==> config.mk <==
export PLATFORM = sky130hd
export DESIGN_NAME = hazard_ctrl
export DESIGN_NICKNAME = d
export VERILOG_FILES = /design/src/rtl/hazard_ctrl_pkg.sv /design/src/rtl/hazard_ctrl_div_seq.sv /design/src/rtl/hazard_ctrl.sv
export SDC_FILE = /design/constraint.sdc
export NUM_CORES = 1
export LEC_CHECK = 0
export ABC_AREA = 1
export CORE_AREA = 2 2 53 55
export DETAILED_ROUTE_END_ITERATION = 6
export DIE_AREA = 0 0 55 57
export PLACE_DENSITY_LB_ADDON = 0.15
export SYNTH_ARGS = -nofsm -noshare
export SYNTH_HDL_FRONTEND = slang
export SYNTH_SLANG_ARGS = --single-unit
==> constraint.sdc <==
create_clock -name clk -period 2.05 [get_ports clk]
set_clock_uncertainty 0.1 [all_clocks]
set_input_delay 0.5125 -clock clk [delete_from_list [all_inputs] [get_ports clk]]
set_output_delay 0.5125 -clock clk [all_outputs]
set_load 0.05 [all_outputs]
==> src/rtl/hazard_ctrl_pkg.sv <==
// hazard_ctrl_pkg: shared register size, divider FSM encoding and address-match helper
package hazard_ctrl_pkg;
    localparam int REG_SIZE = 5;
    localparam int DIV_CYCLES_DEF = 32;
    typedef enum logic [1:0] {
        DIV_IDLE = 2'd0,
        DIV_BUSY = 2'd1,
        DIV_DONE = 2'd2
    } divState_t;
    function automatic logic regHit(input logic [REG_SIZE-1:0] dst, input logic [REG_SIZE-1:0] a, input logic [REG_SIZE-1:0] b);
        return (dst != '0) && ((dst == a) || (dst == b));
    endfunction
endpackage

==> src/rtl/hazard_ctrl_div_seq.sv <==
// hazard_ctrl_div_seq: divider start/latency/done sequencer holding the pipeline while busy
module hazard_ctrl_div_seq
    import hazard_ctrl_pkg::*;
#(
    parameter int DIV_CYCLES = DIV_CYCLES_DEF,
    parameter int CNT_W = 6
) (
    input  logic clk,
    input  logic rst,
    input  logic divE,
    output logic divStall,
    output logic divStart,
    output logic divDone
);
    divState_t state, nextState;
    logic [CNT_W-1:0] cnt, nextCnt;
    // state and latency counter registers
    always_ff @(posedge clk) begin
        if (rst) begin
            state <= DIV_IDLE;
            cnt <= '0;
        end else begin
            state <= nextState;
            cnt <= nextCnt;
        end
    end
    // next state, counter and strobes; everything is silenced while in reset
    always_comb begin
        nextState = state;
        nextCnt = cnt;
        divStart = 1'b0;
        divStall = 1'b0;
        divDone = 1'b0;
        case (state)
            DIV_IDLE: if (divE) begin
                divStart = 1'b1;
                divStall = 1'b1;
                nextState = DIV_BUSY;
                nextCnt = CNT_W'(DIV_CYCLES - 1);
            end
            DIV_BUSY: begin
                divStall = 1'b1;
                if (cnt == '0) nextState = DIV_DONE;
                else nextCnt = cnt - 1'b1;
            end
            DIV_DONE: begin
                divDone = 1'b1;
                nextState = DIV_IDLE;
            end
            default: nextState = DIV_IDLE;
        endcase
        if (rst) begin
            divStart = 1'b0;
            divStall = 1'b0;
            divDone = 1'b0;
        end
    end
endmodule

==> src/rtl/hazard_ctrl.sv <==
// hazard_ctrl: load-use/branch hazard stalls and divider hold; HAZARD_STATS_EN adds stall/divide counters
module hazard_ctrl
    import hazard_ctrl_pkg::*;
#(
    parameter int DIV_CYCLES = DIV_CYCLES_DEF,
    parameter int CNT_W = 6
) (
    input  logic clk,
    input  logic rst,
    input  logic [REG_SIZE-1:0] rsD,
    input  logic [REG_SIZE-1:0] rtD,
    input  logic [REG_SIZE-1:0] rtE,
    input  logic [REG_SIZE-1:0] writeRegAddrE,
    input  logic [REG_SIZE-1:0] writeRegAddrM,
    input  logic Regfile_weE,
    input  logic memtoRegE,
    input  logic memtoRegM,
    input  logic branchD,
    input  logic divE,
    output logic stallF,
    output logic stallD,
    output logic stallE,
    output logic flushE,
    output logic flushM,
    output logic div_start,
    output logic div_busy,
`ifdef HAZARD_STATS_EN
    output logic [31:0] stall_cycles,
    output logic [15:0] div_count,
`endif
    output logic div_done
);
    logic lwStall, brStall, divStall, hzStall;
    hazard_ctrl_div_seq #(.DIV_CYCLES(DIV_CYCLES), .CNT_W(CNT_W)) divSeq (
        .clk(clk),
        .rst(rst),
        .divE(divE),
        .divStall(divStall),
        .divStart(div_start),
        .divDone(div_done)
    );
    // hazard terms and output muxing; divider hold wins over the ID/EX bubble
    always_comb begin
        lwStall = memtoRegE && regHit(rtE, rsD, rtD);
        brStall = branchD && ((Regfile_weE && regHit(writeRegAddrE, rsD, rtD)) || (memtoRegM && regHit(writeRegAddrM, rsD, rtD)));
        hzStall = !rst && (lwStall || brStall);
        stallF = hzStall || divStall;
        stallD = stallF;
        stallE = divStall;
        flushM = divStall;
        div_busy = divStall;
        flushE = hzStall && !divStall;
    end
`ifdef HAZARD_STATS_EN
    // saturating stall-cycle counter and wrapping divide counter
    always_ff @(posedge clk) begin
        if (rst) begin
            stall_cycles <= '0;
            div_count <= '0;
        end else begin
            if (stallF && stall_cycles != '1) stall_cycles <= stall_cycles + 1'b1;
            if (div_done) div_count <= div_count + 1'b1;
        end
    end
`endif
endmodule

### Yosys cells after proc, flatten, opt, wreduce, memory -nomap -nowiden

Index checks and enable logic that the tools add are counted.

| operators by class | value |
|---|---|
| add/sub/neg operators | 1 |
| multiplexer cells | 13 |
| equality and inequality tests | 11 |
| reductions and logical operators | 25 |

Operators by type and width:

| cell | count |
|---|---|
| 5-bit == test | 6 |
| 5-bit nonzero test | 3 |
| 6-bit 2-to-1 mux | 2 |
| 6-bit case mux with 2 select lines | 1 |
| 1-bit logical AND | 9 |
| 6-bit zero test | 1 |
| 1-bit logical OR | 6 |
| 1-bit 2-to-1 mux | 6 |
| 6-bit by 1-bit subtractor with 6-bit output, second input constant | 1 |
| 2-bit 2-to-1 mux | 2 |
| 2-bit inequality test, second input constant | 2 |
| 2-bit case mux with 2 select lines | 1 |
| 3-bit AND reduction | 1 |
| 2-bit by 1-bit == test with 1-bit output, second input constant | 1 |
| 2-bit == test, second input constant | 1 |
| 1-bit zero test | 2 |
| 2-bit zero test | 1 |
| 2-bit by 1-bit inequality test with 1-bit output, second input constant | 1 |
| 1-bit case mux with 2 select lines | 1 |
| 2-bit AND reduction | 1 |
| 2-bit nonzero test | 1 |

| word-level totals | value |
|---|---|
| register bits after elaboration | 8 |
| logic and storage cells | 52 |
| input bits | 32 |
| output and inout port bits | 8 |

### Longest topological paths before layout

| logic depth | value |
|---|---|
| depth after elaboration | 9 |
| mapped depth | 13 |
| gate-level depth less buffers | 12 |

### Cells and area by module

Synthesis repeated with hierarchy kept, for this count alone.

| unflattened totals | value |
|---|---|
| cells, all modules | 191 |
| area, all modules | 1039.7 um^2 |

By module, submodules not included:

| module | cells each | area an instance (um^2) | seq. area each (um^2) | times used |
|---|---|---|---|---|
| hazard_ctrl | 125 | 570.5 | 0.0 | 1 |
| hazard_ctrl_div_seq | 66 | 469.2 | 160.2 | 1 |

### Worst setup path after synthesis

No wires, ideal clock.

| path | value |
|---|---|
| path kind | input -> output |
| from | input divE |
| to | output stallF |
| data required time | 1.437 ns |
| path buffers | 1 |
| slack | -1.011 ns |
| arrival | 2.449 ns |
| stages on the path | 5 |
| path through | nand3_1 a21oi_1 inv_1 nand2_1 buf_4 |

| between the ends | value |
|---|---|
| cells in the longest elaborated chain, start to end | 4 |

Ends and longest elaborated chain:

| item | line | source |
|---|---|---|
| start: declaration | hazard_ctrl.sv:19 | `input logic divE,` |
| 1-bit 2-to-1 mux | hazard_ctrl_div_seq.sv:35 | `DIV_IDLE: if (divE) begin` |
| 1-bit case mux with 2 select lines | hazard_ctrl_div_seq.sv:34 | `case (state)` |
| 1-bit 2-to-1 mux | hazard_ctrl_div_seq.sv:52 | `if (rst) begin` |
| net div_busy | hazard_ctrl.sv:26 | `output logic div_busy,` |
| 1-bit logical OR | hazard_ctrl.sv:47 | `stallF = hzStall \|\| divStall;` |
| end: declaration | hazard_ctrl.sv:20 | `output logic stallF,` |

The timed path passes the listed nets, and every way through them passes these cells.

### Worst setup path in the final report

| path | value |
|---|---|
| from | input writeRegAddrE[0] |
| to | output flushE |

| between the ends | value |
|---|---|
| cells in the longest elaborated chain, start to end | 9 |
| elaborated cells on any way between the ends | 11 |
| classes of those cells | eq/ne: 2; reduce/logical: 9 |

Ends and longest elaborated chain:

| item | line | source |
|---|---|---|
| start: declaration | hazard_ctrl.sv:13 | `input logic [REG_SIZE-1:0] writeRegAddrE,` |
| 5-bit == test | hazard_ctrl_pkg.sv:11 | `return (dst != '0) && ((dst == a) \|\| (dst == b));` |
| 1-bit logical OR | hazard_ctrl_pkg.sv:11 |  |
| 1-bit logical AND (*) | hazard_ctrl_pkg.sv:11 |  |
| 1-bit logical AND (*) | hazard_ctrl.sv:45 | `brStall = branchD && ((Regfile_weE && regHit(writeRegAddrE, rsD, rtD)) \|\| (memtoRegM && regHit(writeRegAddrM, ...` |
| 1-bit logical OR (*) | hazard_ctrl.sv:45 |  |
| 1-bit logical AND (*) | hazard_ctrl.sv:45 |  |
| 1-bit logical OR (*) | hazard_ctrl.sv:46 | `hzStall = !rst && (lwStall \|\| brStall);` |
| 1-bit logical AND (*) | hazard_ctrl.sv:46 |  |
| 1-bit logical AND (*) | hazard_ctrl.sv:52 | `flushE = hzStall && !divStall;` |
| end: declaration | hazard_ctrl.sv:23 | `output logic flushE,` |

Mark *: on every way between the ends. The rest lies on a longest branch, timed or not.

==> impl_metrics.py <==
metrics = {
    "yosys": {
        "library_cells_used_by_synthesis": 22,
        "netlist_area_um2": 990,
        "syn_avg_cell_area_um2": 5.38,
        "netlist_instances": 184,
        "synth_nets": 218,
        "yosys_register_bits": 8,
        "yosys_warnings": 0,
        "yosysSeqAreaShare": 0.162,
    },
    "finish": {
        "drive_above_1_share": 0.457,
        "flow.area_growth_from_synthesis_pct": 85.0,
        "leading_cell_types_in_the_layout_fill_and_taps_excluded": "sky130_fd_sc_hd__nand2_1, sky130_fd_sc_hd__buf_4, sky130_fd_sc_hd__inv_1",
        "antenna_cells_inserted": 0,
        "final_core_util": 0.700,
        "finish.net_count": 281,
        "most_common_cell_after_layout_fill_and_taps_aside": "sky130_fd_sc_hd__nand2_1",
        "postLayoutCellArea_um2": 1830,
    },
    "timing": {
        "slew_headroom": 0.777,
        "crit_share_post_route": 1.08,
        "timing_worst_slew_pin_value_ns": 0.334,
        "rsz0062_at_grt": "true",
        "clock.fmax_mhz": 451,
        "count_of_final_hold_check_violations": 0,
        "final-setup-viol-count": 3,
        "layout_min_cycle_time_ns": 2.22,
        "report.final.slew_viol_count": 0,
        "timing.final.ws_setup_ns": -0.169,
        "totalNegativeSetupSlack_ns": -0.486,
    },
    "route": {
        "post_drt_via_cell_ratio": 4.74,
        "post_drt_wl_per_cell_um": 11.3,
        "wl_mm": 3.11,
        "route.antenna.remaining_nets": 0,
        "detailroute.via_count": 1307,
        "initialDrtViolationCount": 34,
        "drt_pass1_iterations": 4,
        "post-route-drc-count": 0,
    },
    "power": {
        "cellLeakagePower_uw": 0.000965,
        "peakVddDrop_mv": 0.597,
        "power.density_nw_per_um2": 436,
    },
    "floorplanning": {
        "die-height_um": 57,
        "die_area_um2": 3140,
        "std_cell_rows": 19,
        "fp.dieW_um": 55,
        "initial_utilization": 0.378,
        "core_area_um2": 2620,
        "boundaryPins": 40,
    },
    "clock_network": {
        "clk_pin_slew_worst_paths_ns": 0.05,
        "cts.sink_count": 8,
        "clk_latency_ns": 0.26,
        "max-clock-path-buffers": 2,
        "cts.hold.buffers_added": 0,
        "clk_root_buffer_cell": "sky130_fd_sc_hd__clkbuf_4",
        "number_of_levels_the_h_tree_was_split_into": 1,
        "clock_buffers_created_by_tritoncts": 3,
        "tritoncts": "yes",
    },
    "worst_setup_path": {
        "cp-start-kind": "primary input",
        "cp_slowest_stage_delay_ns": 0.15,
        "critical_path.cell_chain": "buf_6 -> xor2_1 -> nor2_1 -> nand3_1 -> nand2_1 -> nand2_1 -> nand2_1 -> nand2_1 -> nand2_1 -> nand2_2 -> nor2_4 -> buf_12",
        "critical_path_arrival_ns": 1.61,
        "type_of_element_capturing_the_critical_path": "output port",
        "cpMaxStageDelayCell": "sky130_fd_sc_hd__xor2_1",
        "timing.critical_path.required_ns": 1.44,
        "critical_path_class": "primary input to output port",
        "critical-path-top-cell-by-count": "sky130_fd_sc_hd__nand2_1",
        "crit_fanout": 3,
    },
    "hold_path": {
        "timing.hold.worst.class": "flop to flop",
    },
    "grt": {
        "grt.overflow.total": 0,
        "initial_antenna_violation_count": 0,
        "grt_max_degree": 8,
        "global_route_wire_length_before_repair_mm": 4.77,
        "globalRouteTotalUtil": 0.205,
        "number_of_global_route_vias_before_repair": 1217,
    },
    "place": {
        "hpwl_mm": 2.35,
        "place.gp.congestion": 0.878,
        "dp_worst_setup_slack_ns": -0.679,
        "detailed_place.area_um2": 1640,
        "port_buffers": 39,
    },
    "run_status": {
        "violations_in_the_final_reports": "setup timing",
        "outcome": "finished, violations left",
    },
    "run": {
        "maxCapViolations": 0,
    },
}
repair_timing:
| item | CTS | global route |
|---|---|---|
| buffers inserted | 1 | 2 |
| gates resized for setup | 147 | 45 |
| pin swaps | 34 | 32 |
| setup endpoints to repair | 8 | 6 |
synth_stat cells:
master / instances / area (µm²)
sky130_fd_sc_hd__buf_4: 3 / 22.5
sky130_fd_sc_hd__o21ai_0: 4 / 20.0
sky130_fd_sc_hd__ha_1: 2 / 25.0
sky130_fd_sc_hd__a221oi_2: 1 / 15.0
sky130_fd_sc_hd__inv_1: 32 / 120
sky130_fd_sc_hd__nand2_4: 1 / 11.3
sky130_fd_sc_hd__a31oi_1: 2 / 12.5
sky130_fd_sc_hd__nor2_2: 1 / 6.26
sky130_fd_sc_hd__nand3_1: 9 / 45.0
sky130_fd_sc_hd__xnor2_1: 6 / 52.6
sky130_fd_sc_hd__nor4_1: 1 / 6.26
sky130_fd_sc_hd__nor2_1: 20 / 75.1
sky130_fd_sc_hd__o21ai_1: 1 / 5.00
sky130_fd_sc_hd__nand2_1: 64 / 240
sky130_fd_sc_hd__xor2_1: 5 / 43.8
sky130_fd_sc_hd__nor3_1: 3 / 15.0
sky130_fd_sc_hd__dfxtp_1: 8 / 160
sky130_fd_sc_hd__nand4_1: 5 / 31.3
sky130_fd_sc_hd__a21oi_1: 8 / 40.0
sky130_fd_sc_hd__nand2_2: 2 / 12.5
sky130_fd_sc_hd__buf_6: 1 / 11.3
sky130_fd_sc_hd__inv_2: 5 / 18.8
critical path, delay by kind of cell:
kind | cells | cell delay [ns]
buffers and inverters | 2 | 0.24
and+or+nand+nor | 9 | 0.69
xor gates and xnor gates | 1 | 0.15
path summary, 6_finish.rpt:
| kind | startpoint | to | slack [ns] | depth (start not counted) |
|---|---|---|---|---|
| worst max register to register | divSeq.cnt[0] | divSeq.cnt[5] | 0.55 | 8 |
| worst min-delay path | divSeq.cnt[0] | divSeq.cnt[0] | 0.38 | 1 |
| worst min register to register | divSeq.cnt[0] | divSeq.cnt[0] | 0.38 | 1 |
| worst max-delay path | writeRegAddrE[0] | flushE | -0.17 | 12 |
sequential cells by signal (all words and copies together) (netlist names):
register	count
divSeq.cnt	6
divSeq.state	2
logic make-up after synthesis:
family	after synthesis	share of synthesized area
flip-flops	8	0.162
AND/OR/NAND/NOR	106	0.448
adder cells (fa/ha/maj)	2	0.0253
buffers and inverters	41	0.174
AO/OA/AOI/OAI	16	0.0935
XOR/XNOR	11	0.0973
layout make-up:
type                            count  area, µm²
Multi-Input combinational cell    135        813
Sequential cell                     8        160
Clock buffer                        3       22.5
Tap cell                           31       38.8
Timing Repair Buffer               62        642
Fill cell                         231        785
Inverter                           37        154
report_power, final:
part           total (µW)  switching [µW]  internal [µW]
sequential            188            12.9            175
clock                 121            54.4           67.0
combinational         488             257            231
total                 798             324            474
layer usage:
metal  track usage  vias to the layer above  wire [µm]
li1              -                      683          -
met1         0.264                      573       1330
met2         0.335                       47       1530
met3        0.0497                        4        212
met4        0.0592                        0         34
met5             0                        -          0
stage by stage:
stage / power [µW] / std cells / hold WS [ns]
floorplan: 425 / 184 / 0.331
global placement: 613 / 270 / 0.352
detailed placement: 623 / 270 / 0.367
CTS: 761 / 274 / 0.375
global route: 853 / 276 / 0.400
finish: 798 / 276 / 0.380
(Power assumes the default switching activity.)
